$ cat config.mk
export PLATFORM = sky130hd
export DESIGN_NAME = nyq_sample_fifo
export DESIGN_NICKNAME = d
export VERILOG_FILES = /design/src/rtl/nyq_sample_fifo.sv
export SDC_FILE = /design/constraint.sdc
export NUM_CORES = 1
export LEC_CHECK = 0
export CELL_PAD_IN_SITES_DETAIL_PLACEMENT = 0
export CELL_PAD_IN_SITES_GLOBAL_PLACEMENT = 1
export CORE_ASPECT_RATIO = 0.5
export CORE_MARGIN = 8
export CORE_UTILIZATION = 28
export CTS_CLUSTER_SIZE = 16
export DETAILED_ROUTE_END_ITERATION = 8
export PLACE_DENSITY = 0.61
export SLEW_MARGIN = 20
export SYNTH_ARGS = -nofsm -noshare
export SYNTH_HDL_FRONTEND = slang
export SYNTH_SLANG_ARGS = --single-unit
$ cat constraint.sdc
create_clock -name Clk_CI -period 5.7 [get_ports Clk_CI]
set_input_delay 0.57 -clock Clk_CI [delete_from_list [all_inputs] [get_ports Clk_CI]]
set_output_delay 0.57 -clock Clk_CI [all_outputs]
set_load 0.02 [all_outputs]
$ cat src/rtl/nyq_sample_fifo.sv
// Sample FIFO behind the Nyquist decimator: arithmetic-shift gain on capture, show-ahead valid/ready output.
// Optional build macro NYQ_FIFO_ROUND_EN adds round-half-up with saturation ahead of the shift.
module nyq_sample_fifo #(
  parameter int ADDR_WIDTH = 5,
  parameter int MEM_WIDTH  = 24,
  parameter int DATA_WIDTH = 24,
  parameter int DEPTH_LOG2 = 3
) (
  input  logic                  Clk_CI,
  input  logic                  Rst_RBI,
  input  logic                  WrEn_SI,
  input  logic [ADDR_WIDTH-1:0] Addr_DI,
  input  logic [MEM_WIDTH-1:0]  PAR_In_DI,
  input  logic [DATA_WIDTH-1:0] In_DI,
  input  logic                  InValid_SI,
  output logic [DATA_WIDTH-1:0] Out_DO,
  output logic                  OutValid_SO,
  input  logic                  OutReady_SI,
  output logic [DEPTH_LOG2:0]   Level_DO,
  output logic                  Full_SO,
  output logic                  Overflow_SO
);

  localparam int DEPTH = 1 << DEPTH_LOG2;
  localparam logic [4:0] SHIFT_MAX = 5'(DATA_WIDTH - 1);

  logic [4:0]            shift_q;
  logic                  flush_q;
  logic [DEPTH_LOG2:0]   wr_ptr_q, rd_ptr_q;
  logic                  overflow_q;
  logic [DATA_WIDTH-1:0] fifo_q [DEPTH];
  logic [DATA_WIDTH-1:0] gained;
  logic                  empty, full, pop, push;
  logic                  unused_par;

  // Only the low shift field and the flush bit are architected; the rest is don't-care.
  assign unused_par = ^PAR_In_DI[MEM_WIDTH-1:5];

  always_ff @(posedge Clk_CI or negedge Rst_RBI) begin
    if (!Rst_RBI) begin
      shift_q <= '0;
      flush_q <= 1'b0;
    end else if (WrEn_SI) begin
      if (Addr_DI == ADDR_WIDTH'(0))
        shift_q <= (PAR_In_DI[4:0] > SHIFT_MAX) ? SHIFT_MAX : PAR_In_DI[4:0];
      else if (Addr_DI == ADDR_WIDTH'(1))
        flush_q <= PAR_In_DI[0];
    end
  end

`ifdef NYQ_FIFO_ROUND_EN
  logic signed [DATA_WIDTH:0] rnd_half, rnd_ext, rnd_shf;

  always_comb begin
    rnd_half = '0;
    if (shift_q != 5'd0)
      rnd_half[shift_q - 5'd1] = 1'b1;
    rnd_ext = $signed({In_DI[DATA_WIDTH-1], In_DI}) + rnd_half;
    rnd_shf = rnd_ext >>> shift_q;
    // Top two bits disagree only when the rounded result left the signed sample range.
    if (rnd_shf[DATA_WIDTH] != rnd_shf[DATA_WIDTH-1])
      gained = {rnd_shf[DATA_WIDTH], {(DATA_WIDTH-1){~rnd_shf[DATA_WIDTH]}}};
    else
      gained = rnd_shf[DATA_WIDTH-1:0];
  end
`else
  always_comb begin
    gained = $signed(In_DI) >>> shift_q;
  end
`endif

  assign empty = (wr_ptr_q == rd_ptr_q);
  assign full  = (wr_ptr_q[DEPTH_LOG2] != rd_ptr_q[DEPTH_LOG2]) &&
                 (wr_ptr_q[DEPTH_LOG2-1:0] == rd_ptr_q[DEPTH_LOG2-1:0]);
  assign pop   = !flush_q && !empty && OutReady_SI;
  assign push  = !flush_q && InValid_SI && (!full || pop);

  always_ff @(posedge Clk_CI or negedge Rst_RBI) begin
    if (!Rst_RBI) begin
      wr_ptr_q   <= '0;
      rd_ptr_q   <= '0;
      overflow_q <= 1'b0;
    end else if (flush_q) begin
      wr_ptr_q   <= '0;
      rd_ptr_q   <= '0;
      overflow_q <= 1'b0;
    end else begin
      if (push)
        wr_ptr_q <= wr_ptr_q + 1'b1;
      if (pop)
        rd_ptr_q <= rd_ptr_q + 1'b1;
      if (InValid_SI && full && !pop)
        overflow_q <= 1'b1;
    end
  end

  // Storage needs no reset: entries are only visible between rd_ptr and wr_ptr.
  always_ff @(posedge Clk_CI) begin
    if (push)
      fifo_q[wr_ptr_q[DEPTH_LOG2-1:0]] <= gained;
  end

  assign Out_DO      = empty ? '0 : fifo_q[rd_ptr_q[DEPTH_LOG2-1:0]];
  assign OutValid_SO = !empty;
  assign Level_DO    = wr_ptr_q - rd_ptr_q;
  assign Full_SO     = full;
  assign Overflow_SO = overflow_q;

endmodule

After elaboration in Yosys (flattened, before gate mapping)
Memories as Yosys holds them, arrays and structs flattened.
Cells that the tools add are included.
{"block": "totals", "register_bits": 15, "mem_bits_rw": 192, "elab_cells": 44, "n_memories": 1}
{"memory": "fifo_q", "words": 8, "word_bits": 24, "rd": 1, "rd_clocked_by_memory_dff": 0, "wr": 1, "line": "31", "text": "logic [DATA_WIDTH-1:0] fifo_q [DEPTH];"}
{"block": "classes", "addsub": 3, "magnitude_cmp": 1, "eq_ne": 4, "shift": 1, "mux": 10, "bitwise_logic": 1, "reduce_logical": 18}
{"operator": "24-bit 2-to-1 mux", "n": 1}
{"operator": "24-bit by 5-bit >>> shifter with 24-bit output", "n": 1}
{"operator": "4-bit 2-to-1 mux", "n": 4}
{"operator": "4-bit by 1-bit adder with 4-bit output (second input constant)", "n": 2}
{"operator": "1-bit logical AND", "n": 7}
{"operator": "2-bit nonzero test", "n": 3}
{"operator": "5-bit by 1-bit == test with 1-bit output (second input constant)", "n": 1}
{"operator": "5-bit > comparator (second input constant)", "n": 1}
{"operator": "5-bit logical NOT", "n": 1}
{"operator": "5-bit 2-to-1 mux", "n": 1}
{"operator": "4-bit == test", "n": 1}
{"operator": "1-bit logical NOT", "n": 4}
{"operator": "1-bit 2-to-1 mux", "n": 4}
{"operator": "4-bit subtractor", "n": 1}
{"operator": "3-bit == test", "n": 1}
{"operator": "3-bit AND reduction", "n": 1}
{"operator": "2-bit AND reduction", "n": 1}
{"operator": "1-bit logical OR", "n": 1}
{"operator": "1-bit inequality test", "n": 1}
{"operator": "1-bit NOT", "n": 1}

Depth between registers and ports, before layout
{"block": "depth", "word_depth": 8, "ltp_mapped": 8, "depth_no_buf": 6}

Least setup slack after synthesis
No wires, ideal clock.
{"block": "synth_path", "kind": "reg2reg", "start": "reg rd_ptr_q[2]", "end": "mem fifo_q[0][0] (enable)", "setup_time_ps": 474, "arrival_time_ps": 4248, "path_slack_ps": 977, "stages_incl_launch_ff": 8, "path_buffers": 2, "path_cell_list": "dfrtp_1 > clkbuf_1 > clkinv_1 > clkbuf_1 > ha_1 > nand3_1 > o31ai_4 > nor4b_1"}
{"block": "synth_via", "elab_chain_len": 8, "word_cells_on_any_way": 11, "cone_classes": "eq/ne: 2; mux: 2; reduce/logical: 7"}
{"element": "start: declaration", "line": "29", "text": "logic [DEPTH_LOG2:0] wr_ptr_q, rd_ptr_q;"}
{"element": "start signal: assignment", "line": "91", "text": "rd_ptr_q <= rd_ptr_q + 1'b1;"}
{"element": "4-bit == test", "line": "72", "text": "assign empty = (wr_ptr_q == rd_ptr_q);"}
{"element": "1-bit logical NOT", "line": "75", "text": "assign pop = !flush_q && !empty && OutReady_SI;"}
{"element": "1-bit logical AND (2 in a row)", "line": "75"}
{"element": "1-bit logical OR *", "line": "76", "text": "assign push = !flush_q && InValid_SI && (!full || pop);"}
{"element": "1-bit logical AND *", "line": "76"}
{"element": "1-bit 2-to-1 mux *", "line": "99", "text": "if (push)"}
{"element": "1-bit 2-to-1 mux (implied by the code) *", "line": "100", "text": "fifo_q[wr_ptr_q[DEPTH_LOG2-1:0]] <= gained;"}
{"element": "end: declaration", "line": "31"}
Every way passes the cells marked *; elsewhere a longest branch is shown, timed or not.

Worst setup path in the final report
{"block": "layout_path", "start": "reg rd_ptr_q[0]", "end": "out Out_DO[23]"}
{"block": "layout_via", "elab_chain_len": 2, "word_cells_on_any_way": 3, "cone_classes": "eq/ne: 1; mux: 1; memory: 1"}
{"element": "memory read 8 x 24 bit / 4-bit == test (equally long branches)"}
{"element": "24-bit 2-to-1 mux *", "line": "103", "text": "assign Out_DO = empty ? '0 : fifo_q[rd_ptr_q[DEPTH_LOG2-1:0]];"}
{"element": "end: declaration", "line": "16", "text": "output logic [DATA_WIDTH-1:0] Out_DO,"}
Marks and branches as above.

==> summary.txt <==
Run status
  – Status: completed

GRT
  – GRT Overall Usage: between 10% and 20%
  – Initial antenna violation count: 1
  – Number of global-route vias before repair: about 5600
  – Largest net degree at the start of global routing: 52
  – First-pass GRT wire length: 34900 um
  – Gr ovfl total: 0

Finish
  – Nets: 702
  – Fin cells: around 1100
  – Layout cells sized above 1: 20.7%
  – P&R area growth vs syn: 20.3%

Placed design
  – GPL Wtd Cong: roughly 0.78
  – Dpl hpwl: 14100 um
  – Placed insts: 1055
  – IO buf count: 69

Worst setup path
  – Worst R2R Path Depth: 6
  – Critical-path cell list: buf_4, mux4_2, nand2_1, a21oi_1, clkdlybuf4s50_1
  – CP max stage cell: dfrtp_2
  – Setup CP Type: reg -> out
  – Crit path max fanout: 34
  – Worst setup EP type: output port
  – CP Launch Type: flop
  – CP Launch Point: rd_ptr_q[0]
  – Reg2Reg Launch Point: rd_ptr_q[0]
  – Reg2reg setup slack: 2.26 ns
  – Max stage delay on crit path: 0.77 ns
  – Critical Path RT: 5.13 ns
  – Worst R2R End: fifo_q[6][19]
  – Data arrival time of the critical path: 3.33 ns
  – Worst setup path endpoint: Out_DO[23]

Pwr
  – VDD IR max: 0.243 mV
  – Pleak: between 3 and 4 nW
  – Power Density: 537 nW/um^2

Clocking
  – CTS tree: yes
  – Post-cts sizing count: 0
  – CTS buffer count: 22
  – Root buffer cell: clkbuf_16
  – Clock-pin slew on the worst setup and hold paths: 0.06 ns
  – CTS Buffer Depth: 3
  – Worst skew pair latency: around 0.5 ns
  – Post-CTS Setup Bufs: 0
  – # hold bufs at CTS: 0
  – # clock sinks: 207
  – Maximum level of the CTS H-tree: 1

STA
  – Worst Max-Slew Pin Slew: roughly 1.1 ns
  – Final hold viol count: 0
  – Setup_tns: 0 ns
  – Final Slew Violations: 0
  – Final period utilization: 68.4%
  – Final min period: 3.90 ns
  – Worst slew margin: between 20% and 30%
  – Endpoints failing setup: 0
  – Worst Clk Skew: 0.0108 ns
  – Achievable Freq: roughly 260 MHz
  – RSZ-0062 raised after global routing: false

Yosys
  – Post-Synthesis Mean Instance Area: 16.6 sq um
  – Post-synth EDFFs: 192
  – Main synth FF type: edfxtp_1
  – Syn nets: 630
  – Mapped Area: 9420 sq um
  – Synth async-reset ratio: 7.25%
  – Post-synthesis register bit count: a little over 200
  – YS warnings: 0
  – Distinct cells, synth: 55
  – Part of the Yosys area used for sequential elements: 65.2%
  – Cell count after synthesis: approximately 570

Detailed routing
  – Avg Vias per Cell: 4.91
  – WL/cell: 20.7 um
  – Remaining antenna violation count: 0
  – Drt initial violations: 400
  – Residual DRC: 0
  – DRT Wirelength: 22700 um
  – Drt pass-1 iters: 4
  – Via count: around 5400

Flow run
  – Max-cap violation count: 0

Die
  – Die width: around 280 um
  – Core area: 33100 sq um
  – Starting Density: 28.4%
  – Die Span Y: 146 um
  – Row Count: between 40 and 50
  – I/O pins: 89
  – DIE AREA: 40100 sq um

Worst hold path
  – Hold/Removal Path Class: in -> async
## logic make-up after synthesis
kind of cell	synth area share [%]
flops	65.2
simple gates	5.30
xor+xnor	0.917
compound gates	6.37
mux	19.1
fa+ha+maj	0.877
buf+inv	2.23
## placed cells by master, fill, tap and decap left out, drive strengths merged, types with 3 or more instances in the layout
cell type and n:
a21oi 45, a221oi 5, buf 15, clkbuf 26, clkdlybuf4s50 69, clkinv 12
dfrtp 15, edfxtp 192, ha 5, inv 10, mux2 7, mux2i 19
mux4 67, nand2 59, nand2b 3, nor2 25, nor2b 3, nor3 5
nor4 3, o211ai 4, o21a 4, o21ai 8, o221ai 9, or2 3
xnor2 5, xor2 4
## report_power, final
| group | switching, mW | internal (mW) | leakage (nW) |
|---|---|---|---|
| sequential | 0.145 | 2.04 | 1.93 |
| combinational | 1.46 | 1.11 | 1.43 |
| clock | 0.562 | 0.756 | 0.329 |
## cell usage after synthesis (4+ instances only)
master,instances,share of area [%]
mux2i_1,19,2.0
buf_2,12,0.64
nor2_1,25,1.0
dfrtp_1,15,4.0
o211ai_1,4,0.32
ha_1,5,0.66
a21oi_1,45,2.4
o221ai_1,9,0.84
nand2_1,59,2.4
xnor2_1,4,0.37
o21ai_0,8,0.43
nor3_1,4,0.21
clkbuf_1,20,0.80
a221oi_1,5,0.47
xor2_1,4,0.37
o21a_1,4,0.32
edfxtp_1,192,61
mux4_1,5,1.4
mux2_2,7,0.84
mux4_2,62,15
inv_1,10,0.40
## worst min-delay path by stage
stage / slack, ns / end / start / cells past startpoint
2_1_floorplan: 0.27 / Overflow_SO / Rst_RBI / 0
3_3_place_gp: 0.48 / Overflow_SO / Overflow_SO / 2
3_5_place_dp: 0.50 / Overflow_SO / Overflow_SO / 2
4_1_cts: 0.52 / Overflow_SO / Overflow_SO / 2
5_1_grt: 0.56 / Overflow_SO / Overflow_SO / 2
6_report: 0.50 / wr_ptr_q[2] / Rst_RBI / 1
## flip-flops by register name, summed over array words and instances (netlist names)
| signal | flops |
|---|---|
| Overflow_SO | 1 |
| fifo_q | 192 |
| flush_q | 1 |
| rd_ptr_q | 4 |
| shift_q | 5 |
| wr_ptr_q | 4 |
## stage by stage
stage               instance area, sq um  hold WS, ns  power (mW)  worst slack (ns)  util, %
floorplan                           9420        0.274        3.82             0.977        -
global placement                   10700        0.482        4.80              2.20     32.2
detailed placement                 10700        0.499        4.84              2.20     32.2
CTS                                11300        0.519        6.17              1.67     34.2
global route                       11300        0.563        6.40              1.52     34.2
finish                             11300        0.503        6.08              1.80     34.2
## routing by layer
layer  global-route usage, %  wire, um  up-vias
met5                       0         0        -
met1                    15.2     10100     2833
met4                    1.93       278        0
met2                    18.9     11200       94
li1                        -         -     2425
met3                    1.98      1130       21
## worst max-delay path: cells and delay by family (launching register included)
family | cells | cell delay (ns)
muxes | 1 | 0.58
buffers and inverters | 2 | 1.26
DFF | 1 | 0.77
and+or+nand+nor | 1 | 0.08
AOI/OAI and AO/OA | 1 | 0.11
## final cells by class
class | count | area (sq um)
Timing Repair Buffer | 84 | 803
Clock inverter | 13 | 100
Fill cell | 3135 | 21800
Sequential cell | 207 | 6140
Tap cell | 441 | 552
Clock buffer | 26 | 566
Antenna cell | 1 | 2.50
Multi-Input combinational cell | 312 | 3120
Inverter | 11 | 41.3
Note: power is estimated with default switching activity, not from simulation.
==> RTL change (same flow settings) <==
Register the output `Level_DO`; this adds one clock of latency there. The other outputs are not delayed to match.
--- a/src/rtl/nyq_sample_fifo.sv
+++ b/src/rtl/nyq_sample_fifo.sv
@@ -103,5 +103,7 @@
   assign Out_DO      = empty ? '0 : fifo_q[rd_ptr_q[DEPTH_LOG2-1:0]];
   assign OutValid_SO = !empty;
-  assign Level_DO    = wr_ptr_q - rd_ptr_q;
+  always_ff @(posedge Clk_CI) begin
+    Level_DO <= wr_ptr_q - rd_ptr_q;
+  end
   assign Full_SO     = full;
   assign Overflow_SO = overflow_q;
Formal check against the unedited RTL: not equivalent (a bounded check fails within 4 cycles, from zero or initial values and one cycle with Rst_RBI low).
==> RTL change against the unedited design <==
  * Design area grew 1.2%
  * Area after synthesis grew 0.85%
  * Sequential cell count rose by 4
  * Via count decreased by 0.54%
  * Worst setup slack worse by 0.0093 ns
  * Wire length is essentially flat
  * Count of clock-buffer cells in the layout decreased by 2
  * Power grew 0.81%
  * Critical path depth stayed put
  * Largest cell class unchanged
  * Highest routed layer unchanged
==> RTL change: results (changes against the unedited design) <==
metric	value	unit	change
GRT Resource Usage Total	11.0	%	-0.22 points
Synth Area in Adders	0.870	%	-0.0074 points
Top Metal Used	met4		
Post-Layout Inst Area	11500	um^2	+1.2%
Fill cells	3148		+0.41%
initial antenna violation count	1		unchanged
Top Family by Delay on Critical Path	buffers and inverters		
max reg flops	192		unchanged
status	completed		
R2R cell count	5		-1
synth top area cells	edfxtp_1 61%, mux4_2 15%, dfrtp_1 4.0%		
share of layout cells above drive strength 1	20.4	%	-0.28 points
Pleak	3.74	nW	+1.5%
Avg WL per Cell	20.6	um	-0.43%
Starting DRT DRC Count	330		-18%
Ys Warns	0		unchanged
Synth cell types	55		unchanged
pin slew with the least headroom to its limit	1.07	ns	+0.00827 ns
Post-Syn Nets	634		+0.63%
worst slack at placement	2.21	ns	+0.00578 ns
Detailed Place HPWL	14100	um	+0.27%
first-pass GRT wire length	35300	um	+1.3%
clk root buf	clkbuf_16		
met2 wire length	11400	um	+1.6%
Hold Crit Class	in -> async		
VDD IR max	0.000246	V	+1.3%
CP max-delay cell	dfrtp_2		
Compound-Gate Fraction of Synth Area	6.31	%	-0.054 points
post-synthesis sequential area ratio	65.5	%	+0.29 points
vias per cell	4.86		-0.90%
GPL Wtd Cong	0.772		-1.4%
Crit path arrival time	3.34	ns	about the same
Synth async-reset ratio	7.11	%	-0.14 points
DR vias	5344		-0.54%
Clock Tree Buf Depth	3		unchanged
Mapped Cells	570		+0.71%
Fin Clk Skew	0.0179	ns	+0.00711 ns
xor and xnor area share after synthesis	0.909	%	-0.0077 points
mux share of post-synthesis cell area	18.9	%	-0.16 points
final net count	705		+0.43%
Worst-Skew Late Latency	0.51	ns	
Placed Cells	1058		+0.28%
CP max stage delay	0.77	ns	about the same
H-tree Lvls	1		unchanged
M1 WL	9430	um	-6.4%
vias in the first global route	5806		+4.4%
metal3 WL	1560	um	+38%
EDFF count, synth	192		unchanged
RTL change: final timing paths:
kind / from / endpoint / slack, ns
worst max-delay path: rd_ptr_q[0] / Out_DO[13] / 1.79
min in group Clk_CI: Overflow_SO / Overflow_SO / 0.51
worst min register to register: Overflow_SO / Overflow_SO / 0.51
worst max register to register: rd_ptr_q[0] / fifo_q[7][3] / 2.49
worst min-delay path: Rst_RBI / Overflow_SO / 0.51
max in group asynchronous: Rst_RBI / rd_ptr_q[0] / 4.68
RTL change: cells by family (layout without fill, tap and decap cells):
| group | count (synthesis) | count (layout) |
|---|---|---|
| fa+ha+maj | 6 | 6 |
| compound gates | 92 | 92 |
| other cells | 0 | 1 |
| xor+xnor | 9 | 9 |
| mux | 93 | 93 |
| buf+inv | 47 | 134 |
| flops | 211 | 211 |
| simple gates | 112 | 112 |
RTL change: worst reg2reg max path, stage by stage, from the launching register on:
cell	delay, ns
dfrtp_2	0.77
ha_1	0.36
nand3_1	0.34
o311ai_1	0.28
or2_2	0.41
nor2_4	0.66
RTL change: final cells by class:
| class | instances | area share (%) |
|---|---|---|
| inverters | 11 | 0.360 |
| multi-input cells | 312 | 27.2 |
| clock inverters | 16 | 1.42 |
| diodes | 1 | 0.0218 |
| repair buffers | 83 | 6.95 |
| well taps | 441 | 4.82 |
| flip-flops and latches | 211 | 54.3 |
| clock buffers | 24 | 4.87 |
RTL change: power by group:
group / switching [mW] / leakage (nW) / internal, mW
sequential: 0.156 / 1.96 / 2.08
combinational: 1.40 / 1.43 / 1.06
clock: 0.576 / 0.356 / 0.845
RTL change: metal layers:
layer | GRT usage, % | vias up
met5 | 0 | -
met4 | 1.97 | 0
met3 | 1.72 | 21
met2 | 19.6 | 100
met1 | 14.2 | 2782
li1 | - | 2441
